[src/rtl/sqrt_fault_pkg.sv]
// Shared types and sizing for the faulted-sqrt checking stage.
package sqrt_fault_pkg;

  typedef enum logic [1:0] {
    IDLE = 2'd0,
    CALC = 2'd1,
    CMP  = 2'd2
  } state_e;

  localparam int DEFAULT_WIDTH = 16;
  localparam int DEFAULT_CNTW  = 16;
  localparam int DEFAULT_ITERS = DEFAULT_WIDTH / 2;

  // One restoring iteration consumes two radicand bits.
  function automatic int iter_count(input int width);
    return width / 2;
  endfunction

endpackage

[src/rtl/sqrt_golden_iter.sv]
// Iterative restoring integer square root, one bit pair per cycle.
module sqrt_golden_iter
  import sqrt_fault_pkg::*;
#(
  parameter int WIDTH = DEFAULT_WIDTH
) (
  input  logic               clk,
  input  logic               rst,
  input  logic               start,
  input  logic [WIDTH-1:0]   operand,
  output logic [WIDTH/2-1:0] root,
  output logic               done,
  output logic               last
);

  localparam int HALF  = WIDTH / 2;
  localparam int ITERS = iter_count(WIDTH);
  localparam int CW    = $clog2(ITERS + 1);

  logic [WIDTH-1:0] op_q, op_d;
  logic [HALF+1:0]  rem_q, rem_d;
  logic [HALF-1:0]  root_q, root_d;
  logic [CW-1:0]    cnt_q, cnt_d;
  logic             active_q, active_d;
  logic             done_q, done_d;

  logic [HALF+3:0]  rem_sh;
  logic [HALF+1:0]  trial;
  logic             last_iter;

  always_comb begin
    // The upper remainder bits are zero by construction but kept in the compare.
    rem_sh    = {rem_q, op_q[WIDTH-1 -: 2]};
    trial     = {root_q, 2'b01};
    last_iter = active_q && (cnt_q == CW'(ITERS - 1));

    op_d     = op_q;
    rem_d    = rem_q;
    root_d   = root_q;
    cnt_d    = cnt_q;
    active_d = active_q;
    done_d   = done_q;

    if (start) begin
      op_d     = operand;
      rem_d    = '0;
      root_d   = '0;
      cnt_d    = '0;
      active_d = 1'b1;
      done_d   = 1'b0;
    end else if (active_q) begin
      op_d  = op_q << 2;
      cnt_d = cnt_q + 1'b1;
      if (rem_sh >= {2'b00, trial}) begin
        rem_d  = rem_sh[HALF+1:0] - trial;
        root_d = {root_q[HALF-2:0], 1'b1};
      end else begin
        rem_d  = rem_sh[HALF+1:0];
        root_d = {root_q[HALF-2:0], 1'b0};
      end
      if (last_iter) begin
        active_d = 1'b0;
        done_d   = 1'b1;
      end
    end
  end

  always_ff @(posedge clk or posedge rst) begin
    if (rst) begin
      op_q     <= '0;
      rem_q    <= '0;
      root_q   <= '0;
      cnt_q    <= '0;
      active_q <= 1'b0;
      done_q   <= 1'b0;
    end else begin
      op_q     <= op_d;
      rem_q    <= rem_d;
      root_q   <= root_d;
      cnt_q    <= cnt_d;
      active_q <= active_d;
      done_q   <= done_d;
    end
  end

  assign root = root_q;
  assign done = done_q;
  assign last = last_iter;

endmodule

[src/rtl/sqrt_fault_monitor.sv]
// Checks faulted-sqrt results against a golden engine; counts and captures failures.
module sqrt_fault_monitor
  import sqrt_fault_pkg::*;
#(
  parameter int WIDTH = DEFAULT_WIDTH,
  parameter int CNTW  = DEFAULT_CNTW
) (
  input  logic               clk,
  input  logic               rst,
  input  logic               in_valid,
  output logic               in_ready,
  input  logic [WIDTH-1:0]   in_operand,
  input  logic [WIDTH/2-1:0] in_result,
  input  logic               clear,
  output logic               busy,
  output logic               mismatch,
  output logic [CNTW-1:0]    checked_count,
  output logic [CNTW-1:0]    error_count,
  output logic               first_valid,
  output logic [WIDTH-1:0]   first_operand,
  output logic [WIDTH/2-1:0] first_expected,
  output logic [WIDTH/2-1:0] first_got
);

  localparam int HALF = WIDTH / 2;
  localparam logic [CNTW-1:0] CNT_MAX = {CNTW{1'b1}};

  state_e           state_q, state_d;
  logic [WIDTH-1:0] opnd_q, opnd_d;
  logic [HALF-1:0]  res_q, res_d;
  logic [CNTW-1:0]  checked_q, checked_d;
  logic [CNTW-1:0]  error_q, error_d;
  logic             fv_q, fv_d;
  logic [WIDTH-1:0] fop_q, fop_d;
  logic [HALF-1:0]  fexp_q, fexp_d;
  logic [HALF-1:0]  fgot_q, fgot_d;
  logic             mm_q, mm_d;

  logic             eng_start;
  logic [HALF-1:0]  eng_root;
  logic             eng_done;
  logic             eng_last;

  sqrt_golden_iter #(
    .WIDTH(WIDTH)
  ) u_golden (
    .clk     (clk),
    .rst     (rst),
    .start   (eng_start),
    .operand (in_operand),
    .root    (eng_root),
    .done    (eng_done),
    .last    (eng_last)
  );

  always_comb begin
    state_d   = state_q;
    opnd_d    = opnd_q;
    res_d     = res_q;
    checked_d = checked_q;
    error_d   = error_q;
    fv_d      = fv_q;
    fop_d     = fop_q;
    fexp_d    = fexp_q;
    fgot_d    = fgot_q;
    mm_d      = 1'b0;
    eng_start = 1'b0;

    case (state_q)
      IDLE: begin
        if (in_valid) begin
          opnd_d    = in_operand;
          res_d     = in_result;
          eng_start = 1'b1;
          state_d   = CALC;
        end
      end
      CALC: begin
        if (eng_last) state_d = CMP;
      end
      CMP: begin
        if (eng_done) begin
          checked_d = (checked_q == CNT_MAX) ? checked_q : checked_q + 1'b1;
          if (eng_root != res_q) begin
            mm_d    = 1'b1;
            error_d = (error_q == CNT_MAX) ? error_q : error_q + 1'b1;
            if (!fv_q) begin
              fv_d   = 1'b1;
              fop_d  = opnd_q;
              fexp_d = eng_root;
              fgot_d = res_q;
            end
          end
        end
        state_d = IDLE;
      end
      default: state_d = IDLE;
    endcase

    // Clear overrides a coincident compare update, but the mismatch pulse survives.
    if (clear) begin
      checked_d = '0;
      error_d   = '0;
      fv_d      = 1'b0;
    end
  end

  always_ff @(posedge clk or posedge rst) begin
    if (rst) begin
      state_q   <= IDLE;
      opnd_q    <= '0;
      res_q     <= '0;
      checked_q <= '0;
      error_q   <= '0;
      fv_q      <= 1'b0;
      fop_q     <= '0;
      fexp_q    <= '0;
      fgot_q    <= '0;
      mm_q      <= 1'b0;
    end else begin
      state_q   <= state_d;
      opnd_q    <= opnd_d;
      res_q     <= res_d;
      checked_q <= checked_d;
      error_q   <= error_d;
      fv_q      <= fv_d;
      fop_q     <= fop_d;
      fexp_q    <= fexp_d;
      fgot_q    <= fgot_d;
      mm_q      <= mm_d;
    end
  end

  assign in_ready       = (state_q == IDLE);
  assign busy           = (state_q != IDLE);
  assign mismatch       = mm_q;
  assign checked_count  = checked_q;
  assign error_count    = error_q;
  assign first_valid    = fv_q;
  assign first_operand  = fop_q;
  assign first_expected = fexp_q;
  assign first_got      = fgot_q;

endmodule

[config.mk]
export PLATFORM = sky130hd
export DESIGN_NAME = sqrt_fault_monitor
export DESIGN_NICKNAME = d
export VERILOG_FILES = /design/src/rtl/sqrt_fault_pkg.sv /design/src/rtl/sqrt_golden_iter.sv /design/src/rtl/sqrt_fault_monitor.sv
export SDC_FILE = /design/constraint.sdc
export NUM_CORES = 1
export LEC_CHECK = 0
export ABC_AREA = 1
export ABC_CLOCK_PERIOD_IN_PS = 3830
export CORE_ASPECT_RATIO = 2
export CORE_MARGIN = 2
export CORE_UTILIZATION = 40
export DETAILED_ROUTE_END_ITERATION = 7
export GPL_TIMING_DRIVEN = 0
export SLEW_MARGIN = 20
export SYNTH_ARGS = -nofsm -noshare
export SYNTH_HDL_FRONTEND = slang
export SYNTH_SLANG_ARGS = --single-unit
[constraint.sdc]
create_clock -name clk -period 3.83 [get_ports clk]
set_input_delay 0.5745 -clock clk [delete_from_list [all_inputs] [get_ports clk]]
set_output_delay 0.5745 -clock clk [all_outputs]
set_load 0.02 [all_outputs]
==> metrics.cfg <==
[run_status]
status=complete, no violations

[global_routing]
grt_pass1_wl_mm=29.9
grt.overflow.total=0
grt_usage_pct=22.3
antenna_found_initial=0
grt_pass1_vias=5814
grt_max_degree=33

[power]
seqPwrFrac_pct=33.8
powerDensity_nw_per_um2=736
netSwitchingFraction_pct=39.4
pwr-share-clk_pct=25.8
p_sw_mw=2.47
p_leak_nw=3.98
combPwrFrac_pct=40.4
power.internal_mw=3.79
total_power_mw=6.26
vdd_ir_drop_max_mv=0.387

[drt]
top_layer=met4
routed_via_density=5.06
drc_errors=0
vias=5887
wl_per_cell_um=15.8
met2_length_mm=10.4
drt-total-wl_mm=18.4
ant_nets=0
firstDrtPassIters=5
drt_iter0_drc=259
met3_length_um=543
wirelength_met1_mm=6.87

[timing]
worst_hold_slack_ps=486
finalHoldViolCount=0
setup_viol=0
fin_worst_skew_ps=10.0
tightestPinTransition_ps=603
slew_viol_final=0
period_share_pct=62.9
max_freq_ghz=0.415
fin_ws_ps=1420
relSlewSlack_pct=59.8
rsz0062_at_grt=false
setup_tns_ps=0
fin_crit_ps=2410

[worst_setup_path]
r2r_start=u_golden.root[3]$_DFFE_PP0P_
cp_max_fo=4
cpPeakStageDelay_ps=680
crit_chain=nor2_1 -> clkdlybuf4s50_1
cp.required_ps=3260
cp.arrival_ps=1830
end_kind=primary output
rr_worst_depth=12
critPathBufInv=1
slowest_stage=clkdlybuf4s50_1
startpoint_type=flip-flop
reg2reg_to=u_golden.rem_q[6]$_DFFE_PP0P_
path_delay_family=buffers and inverters
rrSetupSlack_ps=1620
critPathKind=reg2out

[yosys]
async_reset_ff_share_pct=100
synth_edf_count=0
ys_ff_latch=132
post_synth_instance_area_um2=6630
synth_area_per_cell_um2=7.99
ys.flop_type=dfrtp_1
synth_nets=871
yosysTopAreaCellShare_pct=49.8
syn_inst=830
synth_area_leaders=dfrtp_1 50%, nand2_1 14%, inv_1 5.8%
yosysSeqAreaShare_pct=49.8
synth_cell_types=33
yosys_warnings=0
synth_largest_area_cell=dfrtp_1

[placement]
dpl_cell_area_um2=7920
port_buffers=94
place_worst_setup_slack_ps=1660
gp_congestion=0.941
place_inst=1132
hpwl_mm=14.1

[clocking]
cts_made_buffers=17
clk_latency_ps=420
post_cts_buffers=0
clock-sinks=132
cts_buffer_depth=2
cts_tree=built
cts_max_level=4
cts_hold_buf=0
cts-root-buf=clkbuf_16
clkTransAtPathRegs_ps=60
cts_resized=0

[floorplan]
die_x_um=95.0
die-area_um2=17700
start_util_pct=40.8
design.core.area_um2=16300
ios=96
rows=66
die_h_um=186

[cells_and_area]
nNetsFinal=988
multi_input_area_um2=2770
final_cell_mix=245 x nand2_1, 132 x dfrtp_1, 101 x inv_1, 94 x clkdlybuf4s50_1, 69 x o21ai_0
utilization_pct=52.3
area_growth_syn_to_layout_pct=28.2
insertedDiodeCount=0
final_common_cell=nand2_1
seqCellArea_um2=3300
finish.instance_area_um2=8500
fill_cells=1573
drive_above_1_share_pct=7.50
final_cells=1164

[job]
max_cap_violations=0

[worst_hold_path]
min_path_type=reg2reg
hold_end=first_expected[0]$_DFFE_PP0P_
hp-start=first_expected[0]$_DFFE_PP0P_
min_path_cells=2

## tightest hold or removal path: stages (launching register included)
cell     delay [ps]
dfrtp_1         340
nand2_1          50
o21ai_0          60
## synthesized netlist by cell type, drive strengths merged (11+ instances only)
| master | number |
|---|---|
| ha | 13 |
| nand3 | 62 |
| nor2 | 65 |
| nand2 | 248 |
| o21ai | 81 |
| xor2 | 11 |
| dfrtp | 132 |
| nand4 | 23 |
| buf | 21 |
| nor3 | 11 |
| inv | 106 |
| xnor2 | 11 |
## sequential cells by signal (all words and copies together), names as in the netlist
signal	flops
first_operand	16
error_count	16
u_golden.rem_q	10
mismatch	1
u_golden.op_q	16
state_q	2
u_golden.active_q	1
res_q	8
first_expected	8
opnd_q	16
u_golden.cnt_q	4
first_valid	1
u_golden.root	8
first_got	8
u_golden.done	1
checked_count	16
## layout make-up
| type | instances | area share [%] |
|---|---|---|
| buffer | 27 | 1.82 |
| clock buffer | 18 | 5.05 |
| clock inverter | 14 | 1.82 |
| inverter | 106 | 4.72 |
| multi-input combinational | 565 | 32.6 |
| sequential | 132 | 38.9 |
| tap | 204 | 3.00 |
| timing repair buffer | 98 | 12.1 |
## per-layer routing
metal / vias up / global-route usage [%]
met5: - / 0
met4: 0 / 9.74
met3: 37 / 3.24
met2: 136 / 42.3
met1: 2788 / 23.8
li1: 2926 / -
## cell families after synthesis
logic type,Yosys count,share of synthesized area [%]
AND/OR/NAND/NOR,412,26.4
buffers and inverters,133,8.34
flip-flops,132,49.8
AO/OA/AOI/OAI,118,10.0
XOR/XNOR,22,2.91
adder cells (fa/ha/maj),13,2.45
## power groups by stage
| stage | clock, mW | combinational, mW | sequential (mW) |
|---|---|---|---|
| finish | 1.62 | 2.53 | 2.11 |
| global route | 1.70 | 2.85 | 2.17 |
| CTS | 1.65 | 2.54 | 2.11 |
| detailed placement | 0 | 2.53 | 2.13 |
| global placement | 0 | 2.49 | 2.13 |
| floorplan | 0 | 1.56 | 2.23 |
## worst max-delay path by stage
stage	cells past startpoint	from	slack, ps	end
finish	2	state_q[0]$_DFFE_PP0P_	1420	in_ready
global route	2	state_q[0]$_DFFE_PP0P_	1370	in_ready
CTS	2	state_q[0]$_DFFE_PP0P_	1380	in_ready
detailed placement	5	in_valid	1660	opnd_q[4]$_DFFE_PP0P_
global placement	2	rst	280	first_expected[2]$_DFFE_PP0P_
floorplan	1	rst	1620	checked_count[0]$_DFFE_PP0P_
(Power assumes the default switching activity.)
